$ cat src/rtl/tap_pkg.sv
// Shared TAP definitions: state encodings and instruction constants.
package tap_pkg;

    typedef enum logic [3:0] {
        ST_TLR      = 4'hF,
        ST_RTI      = 4'hC,
        ST_SEL_DR   = 4'h7,
        ST_CAP_DR   = 4'h6,
        ST_SH_DR    = 4'h2,
        ST_EX1_DR   = 4'h1,
        ST_PAUSE_DR = 4'h3,
        ST_EX2_DR   = 4'h0,
        ST_UPD_DR   = 4'h5,
        ST_SEL_IR   = 4'h4,
        ST_CAP_IR   = 4'hE,
        ST_SH_IR    = 4'hA,
        ST_EX1_IR   = 4'h9,
        ST_PAUSE_IR = 4'hB,
        ST_EX2_IR   = 4'h8,
        ST_UPD_IR   = 4'hD
    } tap_state_t;

    localparam int unsigned IR_WIDTH_DEF  = 4;
    localparam logic [3:0]  IDCODE_OP_DEF = 4'b0001;
    localparam logic [3:0]  BYPASS_OP_DEF = 4'b1111;
    // Value parallel-loaded into the IR shifter in Capture-IR (LSBs = 01).
    localparam logic [3:0]  IR_CAPTURE    = 4'b0001;

endpackage

$ cat src/rtl/tap_fsm.sv
// 16-state IEEE 1149.1 TAP state machine, advanced by TMS on rising TCK.
module tap_fsm
    import tap_pkg::*;
(
    input  logic       TCK,
    input  logic       TRST,
    input  logic       TMS,
    output tap_state_t tap_state
);

    tap_state_t state_q, state_d;

    // State register; TRST forces Test-Logic-Reset asynchronously.
    always_ff @(posedge TCK or negedge TRST) begin
        if (!TRST) state_q <= ST_TLR;
        else       state_q <= state_d;
    end

    // Next-state decode from current state and TMS.
    always_comb begin
        state_d = state_q;
        unique case (state_q)
            ST_TLR:      state_d = TMS ? ST_TLR      : ST_RTI;
            ST_RTI:      state_d = TMS ? ST_SEL_DR   : ST_RTI;
            ST_SEL_DR:   state_d = TMS ? ST_SEL_IR   : ST_CAP_DR;
            ST_CAP_DR:   state_d = TMS ? ST_EX1_DR   : ST_SH_DR;
            ST_SH_DR:    state_d = TMS ? ST_EX1_DR   : ST_SH_DR;
            ST_EX1_DR:   state_d = TMS ? ST_UPD_DR   : ST_PAUSE_DR;
            ST_PAUSE_DR: state_d = TMS ? ST_EX2_DR   : ST_PAUSE_DR;
            ST_EX2_DR:   state_d = TMS ? ST_UPD_DR   : ST_SH_DR;
            ST_UPD_DR:   state_d = TMS ? ST_SEL_DR   : ST_RTI;
            ST_SEL_IR:   state_d = TMS ? ST_TLR      : ST_CAP_IR;
            ST_CAP_IR:   state_d = TMS ? ST_EX1_IR   : ST_SH_IR;
            ST_SH_IR:    state_d = TMS ? ST_EX1_IR   : ST_SH_IR;
            ST_EX1_IR:   state_d = TMS ? ST_UPD_IR   : ST_PAUSE_IR;
            ST_PAUSE_IR: state_d = TMS ? ST_EX2_IR   : ST_PAUSE_IR;
            ST_EX2_IR:   state_d = TMS ? ST_UPD_IR   : ST_SH_IR;
            ST_UPD_IR:   state_d = TMS ? ST_SEL_DR   : ST_RTI;
            default:     state_d = ST_TLR;
        endcase
    end

    assign tap_state = state_q;

endmodule

$ cat src/rtl/tap_ctrl.sv
// JTAG TAP controller: FSM, instruction register, bypass bit, strobes and TDO.
module tap_ctrl
    import tap_pkg::*;
#(
    parameter int unsigned             IR_WIDTH  = IR_WIDTH_DEF,
    parameter logic [IR_WIDTH-1:0]     IDCODE_OP = IR_WIDTH'(IDCODE_OP_DEF),
    parameter logic [IR_WIDTH-1:0]     BYPASS_OP = IR_WIDTH'(BYPASS_OP_DEF)
)(
    input  logic                TCK,
    input  logic                TRST,
    input  logic                TMS,
    input  logic                TDI,
    output logic                TDO,
    output logic                TDO_EN,
    input  logic                idr_tdo,
    output logic                tlr_reset,
    output logic                dr_capture,
    output logic                dr_shift,
    output logic                dr_update,
    output logic                idr_select,
    output logic                bypass_select,
    output logic [IR_WIDTH-1:0] ir_value,
    output logic [3:0]          tap_state
);

    localparam logic [IR_WIDTH-1:0] IR_CAP = IR_WIDTH'(IR_CAPTURE);

    tap_state_t          state;
    logic [IR_WIDTH-1:0] ir_sr_q, ir_sr_d;
    logic [IR_WIDTH-1:0] ir_q, ir_d;
    logic                bypass_q, bypass_d;
    logic                tdo_q, tdo_d;
    logic                tdo_en_q, tdo_en_d;

    tap_fsm u_fsm (
        .TCK       (TCK),
        .TRST      (TRST),
        .TMS       (TMS),
        .tap_state (state)
    );

    // Moore decode of strobes and register selects.
    always_comb begin
        tlr_reset     = (state == ST_TLR);
        dr_capture    = (state == ST_CAP_DR);
        dr_shift      = (state == ST_SH_DR);
        dr_update     = (state == ST_UPD_DR);
        // TLR overrides the held instruction so the reset opcode is visible
        // for the whole time the controller sits in TLR.
        ir_value      = tlr_reset ? IDCODE_OP : ir_q;
        idr_select    = (ir_value == IDCODE_OP);
        bypass_select = (ir_value == BYPASS_OP) || !idr_select;
        tap_state     = state;
    end

    // Next values of IR shifter, instruction latch and bypass bit.
    always_comb begin
        ir_sr_d  = ir_sr_q;
        ir_d     = ir_q;
        bypass_d = bypass_q;
        case (state)
            ST_CAP_IR: ir_sr_d = IR_CAP;
            ST_SH_IR:  ir_sr_d = {TDI, ir_sr_q[IR_WIDTH-1:1]};
            ST_UPD_IR: ir_d    = ir_sr_q;
            ST_TLR:    ir_d    = IDCODE_OP;
            ST_CAP_DR: if (bypass_select) bypass_d = 1'b0;
            ST_SH_DR:  if (bypass_select) bypass_d = TDI;
            default: ;
        endcase
    end

    // Rising-edge registers for IR path and bypass bit.
    always_ff @(posedge TCK or negedge TRST) begin
        if (!TRST) begin
            ir_sr_q  <= '0;
            ir_q     <= IDCODE_OP;
            bypass_q <= 1'b0;
        end else begin
            ir_sr_q  <= ir_sr_d;
            ir_q     <= ir_d;
            bypass_q <= bypass_d;
        end
    end

    // TDO source select; TDO holds outside shift states.
    always_comb begin
        tdo_d    = tdo_q;
        tdo_en_d = 1'b0;
        if (state == ST_SH_IR) begin
            tdo_d    = ir_sr_q[0];
            tdo_en_d = 1'b1;
        end else if (state == ST_SH_DR) begin
            tdo_d    = idr_select ? idr_tdo : bypass_q;
            tdo_en_d = 1'b1;
        end
    end

    // Falling-edge output flop for TDO and its enable.
    always_ff @(negedge TCK or negedge TRST) begin
        if (!TRST) begin
            tdo_q    <= 1'b0;
            tdo_en_q <= 1'b0;
        end else begin
            tdo_q    <= tdo_d;
            tdo_en_q <= tdo_en_d;
        end
    end

    assign TDO    = tdo_q;
    assign TDO_EN = tdo_en_q;

endmodule

$ cat config.mk
export PLATFORM = sky130hd
export DESIGN_NAME = tap_ctrl
export DESIGN_NICKNAME = d
export VERILOG_FILES = /design/src/rtl/tap_pkg.sv /design/src/rtl/tap_fsm.sv /design/src/rtl/tap_ctrl.sv
export SDC_FILE = /design/constraint.sdc
export NUM_CORES = 1
export LEC_CHECK = 0
export ABC_CLOCK_PERIOD_IN_PS = 2900
export BUFFER_PORTS_ARGS = -buffer_cell sky130_fd_sc_hd__buf_2
export CAP_MARGIN = 10
export CELL_PAD_IN_SITES_DETAIL_PLACEMENT = 0
export CELL_PAD_IN_SITES_GLOBAL_PLACEMENT = 1
export CORE_AREA = 8 8 54 56
export DETAILED_ROUTE_END_ITERATION = 12
export DIE_AREA = 0 0 62 64
export PLACE_DENSITY = 0.86
export SYNTH_ARGS = -nofsm -noshare
export SYNTH_HDL_FRONTEND = slang
export SYNTH_SLANG_ARGS = --single-unit
export TNS_END_PERCENT = 5
$ cat constraint.sdc
create_clock -name TCK -period 2.9 [get_ports TCK]
set_input_delay 0.58 -clock TCK [delete_from_list [all_inputs] [get_ports TCK]]
set_output_delay 0.58 -clock TCK [all_outputs]
set_load 0.02 [all_outputs]
==> results.json <==
{
  "outcome": "complete, no violations",
  "critical_path.slowest_cell": "dfrtn_1",
  "path_cells": "buf_6",
  "ios": 21,
  "fp.dieArea_mm2": 0.00397,
  "slew_viol_final": 0,
  "routedWlPerCell_um": 12.4,
  "vias_per_cell": 5.08,
  "clock_sinks": 15,
  "finalSetupTns_ps": 0,
  "cts-htree-levels": 1,
  "start_util": 0.371,
  "power.density_mw_per_mm2": 1240,
  "cts_tree": "done",
  "synth-seq-cells": 15,
  "die_h_um": 64,
  "std_cell_rows": 17,
  "clockBufferDepth": 2,
  "synth_edf_count": 0,
  "syn_nets": 88,
  "syn_area_um2": 782,
  "synth_area_leaders": "dfrtp_1 (26%), dfstp_2 (17%), o21ai_0 (7.0%)",
  "clkSlewWorstSetupHoldPaths_ps": 90,
  "r2r_slack_ps": 120,
  "synth_flop_cell": "dfrtp_1",
  "synth_common_cells": "nand2_1 (14), o21ai_0 (11), dfrtp_1 (8), nand2b_1 (6), dfstp_2 (5)",
  "p_leak_nw": 0.466,
  "routabilityCongestion": 0.813,
  "grt_max_degree": 16,
  "antenna_found_initial": 0,
  "n_antenna_cell": 0,
  "layout-drive-gt1-share": 0.364,
  "cp.required_ps": 2320,
  "worstReg2RegEnd": "TDO$_DFFE_NN0P_",
  "netlist_instances": 83,
  "fin_total_pwr_mw": 1.21,
  "path_buf_inv": 1,
  "crit-reg2reg-launch": "ir_q[0]$_DFFE_PN1P_",
  "path_class": "reg2out",
  "drcViolationCount": 0,
  "cap_violations": 0,
  "seq_area_frac_synth": 0.488,
  "yosysWarnings": 0,
  "coreArea_mm2": 0.00211,
  "insertion_delay_ps": 280,
  "num_vias": 701,
  "placed_cell_area_um2": 935,
  "async_reset_ff_frac": 1.00,
  "drt_wl_total_um": 1710,
  "synth.distinct_cells": 30,
  "antenna_left": 0,
  "dp_hpwl_um": 1310,
  "path_delay_family": "flip-flops",
  "fin_area_um2": 976,
  "startpoint_type": "flip-flop",
  "drtIter0Drc": 22,
  "hold_buffers": 0,
  "path_depth": 1,
  "max_slew.worst_pin.slew_ps": 327,
  "numPortBuffers": 20,
  "grt_overflow": 0,
  "reg2reg_depth": 3,
  "hold_viol_final": 0,
  "endpoint_kind": "output port",
  "yosysMostFrequentCell": "nand2_1",
  "drt_first_pass_iters": 5,
  "cp.arrival_ps": 2280,
  "endpoint": "TDO",
  "crit_start": "TDO$_DFFE_NN0P_",
  "yosys.area.top_type": "dfrtp_1",
  "skew_ps": 4.08,
  "max_stage_delay_ps": 430,
  "placed_cells": 133,
  "relSlewSlack": 0.782,
  "area_delta_synth_final_pct": 24.8,
  "cp_max_fo": 2,
  "hold_path.class": "in2async",
  "timing.hold.ws_ps": 181,
  "clock-root-buffer": "clkbuf_4",
  "post-synth-top-area-fraction": 0.256,
  "final_cells": 138,
  "die_width_um": 62,
  "grt_usage": 0.0938,
  "final_nets": 116,
  "grt_pass1_vias": 610,
  "syn_avg_cell_area_um2": 9.42,
  "grt_pass1_wl_um": 2770,
  "setup_viol": 0,
  "ir_drop_v": 0.000597,
  "cts_buffers": 3,
  "rsz0062_at_grt": "yes"
}
-- per-layer routing --
metal  GRT usage  wire [um]  share of wire  vias to the layer above
met4      0.0712         21          0.012                        0
met2       0.115        714           0.42                       26
met5           0          0              0                        -
met1       0.128        801           0.47                      332
met3      0.0320        172           0.10                        2
li1            -          -              -                      341
-- metrics by stage --
step | utilization | setup WS (ps)
final | 0.463 | 35.1
after global routing | 0.463 | -7.50
after CTS | 0.458 | 9.33
after detailed placement | 0.444 | 132
after global placement | 0.444 | 146
after floorplan | - | 52.0
-- power breakdown --
part / switching, mW / internal [mW] / total (mW)
Combinational: 0.410 / 0.282 / 0.691
Clock: 0.0677 / 0.0512 / 0.119
Sequential: 0.0792 / 0.325 / 0.404
Total: 0.557 / 0.657 / 1.21
-- how the worst min path moves through the flow --
stage	startpoint	end
6_report	TRST	ir_q[2]$_DFFE_PN0P_
5_1_grt	TRST	ir_q[2]$_DFFE_PN0P_
4_1_cts	TRST	ir_q[2]$_DFFE_PN0P_
3_5_place_dp	bypass_q$_DFFE_PN0P_	bypass_q$_DFFE_PN0P_
3_3_place_gp	ir_q[0]$_DFFE_PN1P_	ir_q[0]$_DFFE_PN1P_
2_1_floorplan	TRST	bypass_q$_DFFE_PN0P_
-- timing repair --
item | 4_1_cts | 5_1_grt
buffers inserted | 0 | 1
pin swaps | 0 | 0
gates resized for setup | 1 | 1
endpoints found under the hold margin | 0 | 0
endpoints found under the setup margin | 1 | 1
-- kinds of logic after synthesis --
family,count (synthesis),synth area share
AOI/OAI and AO/OA,20,0.154
buffers and inverters,8,0.0608
muxes,2,0.0272
DFF,15,0.488
and+or+nand+nor,38,0.270
-- area by class of cell --
| cell class | instances | area, um^2 |
|---|---|---|
| fillers | 197 | 1130 |
| well taps | 28 | 35.0 |
| multi-input cells | 60 | 358 |
| repair buffers | 27 | 159 |
| clock inverters | 1 | 5.00 |
| inverters | 4 | 15.0 |
| flip-flops and latches | 15 | 382 |
| clock buffers | 3 | 22.5 |
-- state kept, by name, summed over array words and instances (netlist names) --
| name | flops |
|---|---|
| TDO | 1 |
| u_fsm.tap_state | 4 |
| ir_q | 4 |
| TDO_EN | 1 |
| ir_sr_q | 4 |
| bypass_q | 1 |
-- cell usage in the layout, fill, tap and decap left out, types with 2 or more instances in the layout --
master	n
a21oi_1	2
and2_1	3
buf_2	19
buf_4	7
clkbuf_4	3
dfrtn_1	2
dfrtp_1	8
dfstp_2	5
inv_1	4
nand2_1	14
nand2b_1	6
nand3_1	2
nor2_1	4
o21ai_0	11
(Power assumes the default switching activity.)
